File: src/rtl/sol32_dbus_bridge.sv
// sol32_dbus_bridge: bridges the sol32 core's single-cycle load/store port onto a
// multi-cycle request/acknowledge data bus.
//
// One core access is latched, the core is stalled until the bus acknowledges, and the
// byte lanes are steered in both directions. Misaligned, reserved-width, bus-error and
// timed-out accesses end in a one-cycle Fault pulse.
//
// Ports:
//   Clock, Reset                 rising-edge clock, asynchronous active-low reset
//   ReadEnable, WriteEnable      core load / store request
//   DataWidth                    00 byte, 01 half, 10 word, 11 reserved
//   MemoryAddress, DataOut       core byte address and store data (value in low bits)
//   DataIn                       zero-extended load result
//   Stall                        core must hold its current instruction
//   Fault, FaultAddress          abort pulse and address of the last faulting access
//   BusRequest, BusWrite         bus request and direction (1 = store)
//   BusAddress, BusByteEnable    word address and active byte lanes
//   BusWriteData                 lane-steered store data
//   BusReadData, BusAck, BusError bus response (data and error qualified by BusAck)
module sol32_dbus_bridge #(
  parameter int unsigned TimeoutCycles = 255,
  parameter int unsigned TimeoutWidth  = 8
) (
  input  logic        Clock,
  input  logic        Reset,
  input  logic        ReadEnable,
  input  logic        WriteEnable,
  input  logic [1:0]  DataWidth,
  input  logic [31:0] MemoryAddress,
  input  logic [31:0] DataOut,
  output logic [31:0] DataIn,
  output logic        Stall,
  output logic        Fault,
  output logic [31:0] FaultAddress,
  output logic        BusRequest,
  output logic        BusWrite,
  output logic [31:0] BusAddress,
  output logic [3:0]  BusByteEnable,
  output logic [31:0] BusWriteData,
  input  logic [31:0] BusReadData,
  input  logic        BusAck,
  input  logic        BusError
);

  localparam logic [1:0] StIdle  = 2'd0;
  localparam logic [1:0] StReq   = 2'd1;
  localparam logic [1:0] StDone  = 2'd2;
  localparam logic [1:0] StFault = 2'd3;

  localparam logic [TimeoutWidth-1:0] TimeoutLimit = TimeoutWidth'(TimeoutCycles);
  localparam logic [TimeoutWidth-1:0] CountOne     = TimeoutWidth'(1);

  logic [1:0]              state_q, state_d;
  logic                    req_q, req_d;
  logic                    write_q, write_d;
  logic [29:0]             waddr_q, waddr_d;
  logic [1:0]              lo_q, lo_d;
  logic [1:0]              width_q, width_d;
  logic [3:0]              be_q, be_d;
  logic [31:0]             wdata_q, wdata_d;
  logic [31:0]             data_in_q, data_in_d;
  logic                    fault_q, fault_d;
  logic [31:0]             fault_addr_q, fault_addr_d;
  logic [TimeoutWidth-1:0] count_q, count_d;

  logic        access;
  logic        illegal;
  logic [3:0]  be_new;
  logic [31:0] wdata_new;
  logic [31:0] load_data;
  logic        timeout_hit;

  assign access = ReadEnable | WriteEnable;

  assign illegal = (DataWidth == 2'b11) ||
                   (DataWidth == 2'b01 && MemoryAddress[0]) ||
                   (DataWidth == 2'b10 && MemoryAddress[1:0] != 2'b00) ||
                   (ReadEnable && WriteEnable);

  // Outgoing lane steering; loads drive the same enables but no write data.
  always_comb begin
    be_new    = 4'b0000;
    wdata_new = 32'h0;
    case (DataWidth)
      2'b00: begin
        be_new    = 4'b0001 << MemoryAddress[1:0];
        wdata_new = {4{DataOut[7:0]}};
      end
      2'b01: begin
        be_new    = MemoryAddress[1] ? 4'b1100 : 4'b0011;
        wdata_new = {2{DataOut[15:0]}};
      end
      2'b10: begin
        be_new    = 4'b1111;
        wdata_new = DataOut;
      end
      default: begin
        be_new    = 4'b0000;
        wdata_new = 32'h0;
      end
    endcase
    if (!WriteEnable) begin
      wdata_new = 32'h0;
    end
  end

  // Incoming lane steering from the captured width and low address bits.
  always_comb begin
    load_data = 32'h0;
    case (width_q)
      2'b00:   load_data = {24'h0, BusReadData[8*lo_q +: 8]};
      2'b01:   load_data = {16'h0, lo_q[1] ? BusReadData[31:16] : BusReadData[15:0]};
      default: load_data = BusReadData;
    endcase
  end

  // count_d already includes the current REQ cycle.
  assign timeout_hit = (TimeoutCycles != 0) && (count_d == TimeoutLimit);

  always_comb begin
    state_d      = state_q;
    req_d        = req_q;
    write_d      = write_q;
    waddr_d      = waddr_q;
    lo_d         = lo_q;
    width_d      = width_q;
    be_d         = be_q;
    wdata_d      = wdata_q;
    data_in_d    = data_in_q;
    fault_d      = 1'b0;
    fault_addr_d = fault_addr_q;
    count_d      = count_q;
    case (state_q)
      StIdle: begin
        if (access) begin
          if (illegal) begin
            state_d      = StFault;
            fault_d      = 1'b1;
            fault_addr_d = MemoryAddress;
          end else begin
            state_d = StReq;
            req_d   = 1'b1;
            write_d = WriteEnable;
            waddr_d = MemoryAddress[31:2];
            lo_d    = MemoryAddress[1:0];
            width_d = DataWidth;
            be_d    = be_new;
            wdata_d = wdata_new;
            count_d = '0;
          end
        end
      end
      StReq: begin
        count_d = count_q + CountOne;
        if (BusAck) begin
          req_d = 1'b0;
          if (BusError) begin
            state_d      = StFault;
            fault_d      = 1'b1;
            fault_addr_d = {waddr_q, lo_q};
          end else begin
            state_d = StDone;
            if (!write_q) begin
              data_in_d = load_data;
            end
          end
        end else if (timeout_hit) begin
          req_d        = 1'b0;
          state_d      = StFault;
          fault_d      = 1'b1;
          fault_addr_d = {waddr_q, lo_q};
        end
      end
      StDone:  state_d = StIdle;
      StFault: state_d = StIdle;
      default: state_d = StIdle;
    endcase
  end

  always_ff @(posedge Clock or negedge Reset) begin
    if (!Reset) begin
      state_q      <= StIdle;
      req_q        <= 1'b0;
      write_q      <= 1'b0;
      waddr_q      <= '0;
      lo_q         <= 2'b00;
      width_q      <= 2'b00;
      be_q         <= 4'b0000;
      wdata_q      <= 32'h0;
      data_in_q    <= 32'h0;
      fault_q      <= 1'b0;
      fault_addr_q <= 32'h0;
      count_q      <= '0;
    end else begin
      state_q      <= state_d;
      req_q        <= req_d;
      write_q      <= write_d;
      waddr_q      <= waddr_d;
      lo_q         <= lo_d;
      width_q      <= width_d;
      be_q         <= be_d;
      wdata_q      <= wdata_d;
      data_in_q    <= data_in_d;
      fault_q      <= fault_d;
      fault_addr_q <= fault_addr_d;
      count_q      <= count_d;
    end
  end

  assign Stall         = (state_q == StIdle && access) || (state_q == StReq);
  assign Fault         = fault_q;
  assign FaultAddress  = fault_addr_q;
  // The last load result is kept through a fault; only the fault cycle itself reads 0.
  assign DataIn        = (state_q == StFault) ? 32'h0 : data_in_q;
  assign BusRequest    = req_q;
  assign BusWrite      = write_q;
  assign BusAddress    = {waddr_q, 2'b00};
  assign BusByteEnable = be_q;
  assign BusWriteData  = wdata_q;

endmodule
File: config.mk
export PLATFORM = sky130hd
export DESIGN_NAME = sol32_dbus_bridge
export DESIGN_NICKNAME = d
export VERILOG_FILES = /design/src/rtl/sol32_dbus_bridge.sv
export SDC_FILE = /design/constraint.sdc
export NUM_CORES = 1
export LEC_CHECK = 0
export BUFFER_PORTS_ARGS = -buffer_cell sky130_fd_sc_hd__buf_2
export CORE_MARGIN = 2
export CORE_UTILIZATION = 31
export DETAILED_ROUTE_END_ITERATION = 8
export PLACE_DENSITY = 0.59
export SYNTH_ARGS = -nofsm -noshare
export SYNTH_HDL_FRONTEND = slang
export SYNTH_SLANG_ARGS = --single-unit
File: constraint.sdc
create_clock -name Clock -period 5.7 [get_ports Clock]
set_clock_uncertainty 0.15 [all_clocks]
set_input_delay 0.57 -clock Clock [delete_from_list [all_inputs] [get_ports Clock]]
set_output_delay 0.57 -clock Clock [all_outputs]
set_load 0.01 [all_outputs]
# Yosys cells after proc, flatten, opt, wreduce, memory -nomap -nowiden
# Cells that the tools add are included.
word_totals:
  register_bits: 147
  latch_bits: 0
  ram_bits: 0
  mem_bits_ro: 0
  input_bits: 104
  out_inout_bits: 136
  elab_cells: 84
  memories: 0
op_classes:
  addsub: 1
  n_mul: 0
  div_mod_pow: 0
  magnitude_cmp: 0
  eq_ne: 13
  n_shift: 2
  n_mux: 33
  n_bitwise: 4
  n_reduce_logical: 19
ops:
  columns: ["cell", "count"]
  rows:
  - ["two-way mux 32 bit", 7]
  - ["one-hot mux 32 bit (2 select lines)", 2]
  - ["one-hot mux 32 bit (3 select lines)", 1]
  - ["variable part select 32 x 6 -> 8 bit", 1]
  - ["two-way mux 16 bit", 1]
  - ["two-way mux 8 bit", 2]
  - ["one-hot mux 8 bit (2 select lines)", 1]
  - ["one-hot mux 4 bit (3 select lines)", 1]
  - ["two-way mux 1 bit", 10]
  - ["adder 8 x 1 -> 8 bit (second input constant)", 1]
  - ["equality test 2 bit (second input constant)", 4]
  - ["equality test 8 bit (second input constant)", 1]
  - ["two-way mux 2 bit", 4]
  - ["AND reduction 4 bit", 2]
  - ["equality test 2 x 1 -> 1 bit (second input constant)", 3]
  - ["logical NOT 2 bit", 3]
  - ["!= test 2 bit (second input constant)", 3]
  - ["!= test 3 bit (second input constant)", 2]
  - ["one-hot mux 2 bit (3 select lines)", 1]
  - ["AND reduction 5 bit", 1]
  - ["logical AND 1 bit", 4]
  - ["logical OR 1 bit", 4]
  - ["two-way mux 4 bit", 1]
  - ["one-hot mux 1 bit (2 select lines)", 2]
  - ["other kinds (7)", 10]

# Longest topological paths before layout
logic_depth:
  ltp_word: 12
  mapped_depth: 10
  ltp_nobuf: 8

# Worst setup path before layout
# OpenSTA, ideal clock, no wires.
synth_timing:
  kind: "input to register"
  startpoint: "input port DataWidth[0]"
  endpoint: "register fault_addr_q[11], in the netlist FaultAddress[11]"
  arrival_ps: 2180
  path_slack_ps: 3237
  cell_stages: 9
  path_buffers: 2
  cell_sequence: "clkbuf_1 o21ai_0 a221oi_2 a211oi_1 nor4_4 a31oi_2 o21ai_4 buf_6 a221oi_2"
synth_via:
  elab_chain_cells: 11
  word_cells_on_any_way: 15
  classes_between: "eq/ne: 6; mux: 3; reduce/logical: 6"
synth_rtl:
  columns: ["element", "line", "source"]
  rows:
  - ["start: declaration", "28", "input logic [1:0] DataWidth,"]
  - ["equality test 2 x 1 -> 1 bit", "76", "(DataWidth == 2'b01 && MemoryAddress[0]) ||"]
  - ["logical AND 1 bit", "76", null]
  - ["logical OR 1 bit", "75", "assign illegal = (DataWidth == 2'b11) ||"]
  - ["logical OR 1 bit (*)", "76", null]
  - ["logical OR 1 bit (*)", "77", "(DataWidth == 2'b10 && MemoryAddress[1:0] != 2'b00) ||"]
  - ["two-way mux 8 bit", "136", "if (illegal) begin"]
  - ["two-way mux 8 bit", "135", "if (access) begin"]
  - ["one-hot mux 8 bit (2 select lines)", "133", "case (state_q)"]
  - ["equality test 8 bit", "118", "assign timeout_hit = (TimeoutCycles != 0) && (count_d == TimeoutLimit);"]
  - ["!= test 3 bit (no source line)", null, null]
  - ["AND reduction 5 bit (no source line) (*)", null, null]
  - ["end signal: assignment", "205", "fault_addr_q <= fault_addr_d;"]
  - ["end: declaration", "63", "logic [31:0] fault_addr_q, fault_addr_d;"]
# Every way passes the cells marked *; elsewhere a longest branch is shown, timed or not.
# A chain may end at the register's enable or synchronous reset.

# Final worst setup path
layout_timing:
  startpoint: "register state_q[1]"
  endpoint: "register fault_addr_q[31], in the netlist FaultAddress[31]"
layout_via:
  elab_chain_cells: 5
  word_cells_on_any_way: 11
  classes_between: "eq/ne: 6; mux: 2; reduce/logical: 3"
layout_rtl:
  columns: ["element", "line", "source"]
  rows:
  - ["start: declaration", "53", "logic [1:0] state_q, state_d;"]
  - ["start signal: assignment", "182", "state_q <= StIdle;"]
  - ["start signal: assignment", "195", "state_q <= state_d;"]
  - ["equality test 2 x 1 -> 1 bit / logical NOT 2 bit (equally long branches)", "133", null]
  - ["one-hot mux 8 bit (2 select lines)", "133", null]
  - ["equality test 8 bit", "118", null]
  - ["!= test 3 bit (no source line)", null, null]
  - ["AND reduction 5 bit (no source line)", null, null]
# Parallel ways exist; a longest one is shown, timed or not.

==> metrics.cfg <==
[critical_path]
criticalPathCategory=reg2reg
crit_path_max_incr_delay_ns=0.71
worstPathMaxFanout=22
path_cells=and2b_2, a32oi_1, nor4_4, a31oi_2, o21ai_4, buf_4, a221oi_1
crit_family=compound AO/OA/AOI/OAI gates
slowest_stage=o21ai_4
cp.depth=7
rr_worst_depth=7
end_kind=flop
path_buf_inv=1
cp.required_ns=5.83
worstSetupStartpointType=flop
cp_data_arrival_time_ns=3.51

[logic_synthesis]
yosysSeqAreaShare_pct=48.50
synth_cell_type_count=51
ys_ff_latch=147
synth-edff-count=0
synthArstFlopShare_pct=100.0
yosysWarnings=0
yosys.area_share.simple_pct=23.57
synth.avg_cell_area_sq_um=8.934
synthAdderAreaFrac_pct=0.1650
netlist.area_leader.share_pct=48.50
postSynthCellCount=849
synth-xor-area-share_pct=0.5774
synth_area_leaders=dfrtp_1, nand2_1, a221oi_2, nor2_1, mux2i_1
netlist_area_sq_um=7585
synth-compound-area-share_pct=16.23
synth_ff_type=dfrtp_1
synth_top_family_by_area=simple AND/OR/NAND/NOR gates
synth_mux_area_share_pct=6.005
yosysTopAreaCell=dfrtp_1

[timing]
finalWorstSetupSlack_ns=2.315
fmax_mhz=295.4
tns_ns=0
relSlewSlack_pct=20.11
hold_violations=0
finalMaxSlewViolations=0
fin_crit_sh_pct=59.38
holdWs_ns=0.1445
tightest_slew_ns=1.196
fin_crit_ns=3.385
setup_viol=0
rsz0062_at_grt=no

[global_routing]
track_usage_pct=17.81
antenna_found_initial=2
grt.overflow.total=0
grt_pass1_vias=6649
grt_first_pass_wirelength_microns=36300
grt_max_degree=106

[floorplanning]
coreArea_sq_um=24180
initial_core_util_pct=31.37
fp.dieArea_sq_um=25730
rows=57
fp.dieH_microns=160.4
die_w_microns=160.4
io_pins=240

[cts]
cts-root-buf=clkbuf_16
clk_pin_slew_ns=0.06
cts_tree=built
cts.repair.resized=0
numCtsBuffers=17
postCtsHoldBufs=0
h-tree-depth=4
numClockSinks=147
clock_path_buffers=2
clkLatencyLatePin_ns=0.41
cts_setup_buffers=0

[pwr]
peakVddDrop_mv=0.1985
p_leak_nw=4.934
power_density_nw_per_um2=563.9
power_w=0.005398

[layout]
num-nets-final=1150
layout-drive-gt1-share_pct=30.18
fin_util_pct=39.59
area_delta_synth_final_pct=26.20

[drt]
drt-initial-drc-count=514
drc=0
antenna_left=0
wl_per_cell_microns=16.51
via_count=6764
via_per_inst=4.894
drt-total-wl_microns=22810
drt_pass1_iterations=6

[placement]
numPortBuffers=237
routabilityCongestion=0.7866
hpwlAfterDp_microns=15470
post-place-ws_ns=1.980

[min_path]
hold_path.class=in2async

[run_status]
outcome=completed

[job]
cap_viol_max_count=0

-- cells by family (layout without fill, tap and decap cells) --
logic type,count (synthesis),in the layout
fa+ha+maj,1,1
xor+xnor,5,5
simple gates,419,419
mux,45,45
other cells,1,3
compound gates,145,145
flops,147,147
buf+inv,86,293
-- layout by cell type (no fill, tap or decap), types with 4 or more instances in the layout --
| cell | Yosys | routed |
|---|---|---|
| buf_4 | 5 | 7 |
| a221oi_2 | 31 | 31 |
| a32oi_1 | 5 | 5 |
| a21oi_1 | 21 | 21 |
| nand3_1 | 39 | 39 |
| inv_1 | 18 | 18 |
| xor2_1 | 4 | 4 |
| clkbuf_16 | 0 | 17 |
| nand2_1 | 211 | 211 |
| and2_1 | 35 | 35 |
| mux2_2 | 4 | 4 |
| a222oi_1 | 8 | 8 |
| a221oi_1 | 7 | 7 |
| nor2_1 | 112 | 111 |
| mux2i_1 | 41 | 41 |
| o21ai_0 | 41 | 41 |
| dfrtp_1 | 147 | 147 |
| a22o_1 | 16 | 16 |
| buf_2 | 6 | 236 |
-- registers in the layout, summed over array words and instances, names as in the netlist, 2 cells and up --
name / cells
FaultAddress: 32
data_in_q: 32
count_q: 8
width_q: 2
BusByteEnable: 4
waddr_q: 30
BusWriteData: 32
lo_q: 2
state_q: 2
-- stage by stage --
| stage | area (sq um) | cells |
|---|---|---|
| floorplan | 7589 | 850 |
| global placement | 8952 | 1350 |
| detailed placement | 8952 | 1350 |
| CTS | 9569 | 1381 |
| global route | 9572 | 1382 |
| finish | 9572 | 1382 |
-- per-layer routing --
layer  GRT usage [%]  wire length [microns]  vias up
li1                -                      -     3269
met1           23.72                  10340     3261
met2           28.92                  10750      219
met3           4.752                   1473       13
met4           4.423                    243        2
met5               0                     11        -
-- synth_stat cells, types with 4 or more instances --
library cell / instances
nor2_1: 112
nor2b_1: 4
nand3_1: 39
mux2i_1: 41
a22o_1: 16
nor3_1: 4
a221oi_2: 31
a222oi_1: 8
buf_4: 5
inv_1: 18
and2_1: 35
clkbuf_1: 49
dfrtp_1: 147
mux2_2: 4
buf_2: 6
a32oi_1: 5
a21oi_1: 21
buf_1: 5
nand2_1: 211
xor2_1: 4
a221oi_1: 7
o21ai_0: 41
-- path summary, 6_finish.rpt --
| check | from | to | slack, ns |
|---|---|---|---|
| worst max-delay path | state_q[1] | FaultAddress[31] | 2.32 |
| worst min-delay path | Reset | waddr_q[25] | 0.14 |
| worst max register to register | state_q[1] | FaultAddress[31] | 2.32 |
| worst min register to register | data_in_q[19] | data_in_q[19] | 0.31 |
| max in group asynchronous | Reset | BusWriteData[25] | 4.09 |
| min in group Clock | MemoryAddress[7] | waddr_q[5] | 0.21 |
-- power by group --
group	internal, W	total, W	switching [W]
logic	0.000954	0.00227	0.00131
registers	0.00154	0.00194	0.000406
clock network	0.000728	0.00119	0.000458
-- layout make-up --
class,instances,area [sq um]
diodes,1,2.502
clock buffers,21,470.5
clock inverters,10,146.4
fillers,2467,14610
inverters,18,67.56
multi-input cells,617,3556
flip-flops and latches,147,3679
well taps,324,405.4
repair buffers,244,1245
Power figures use the tool's default switching activity.
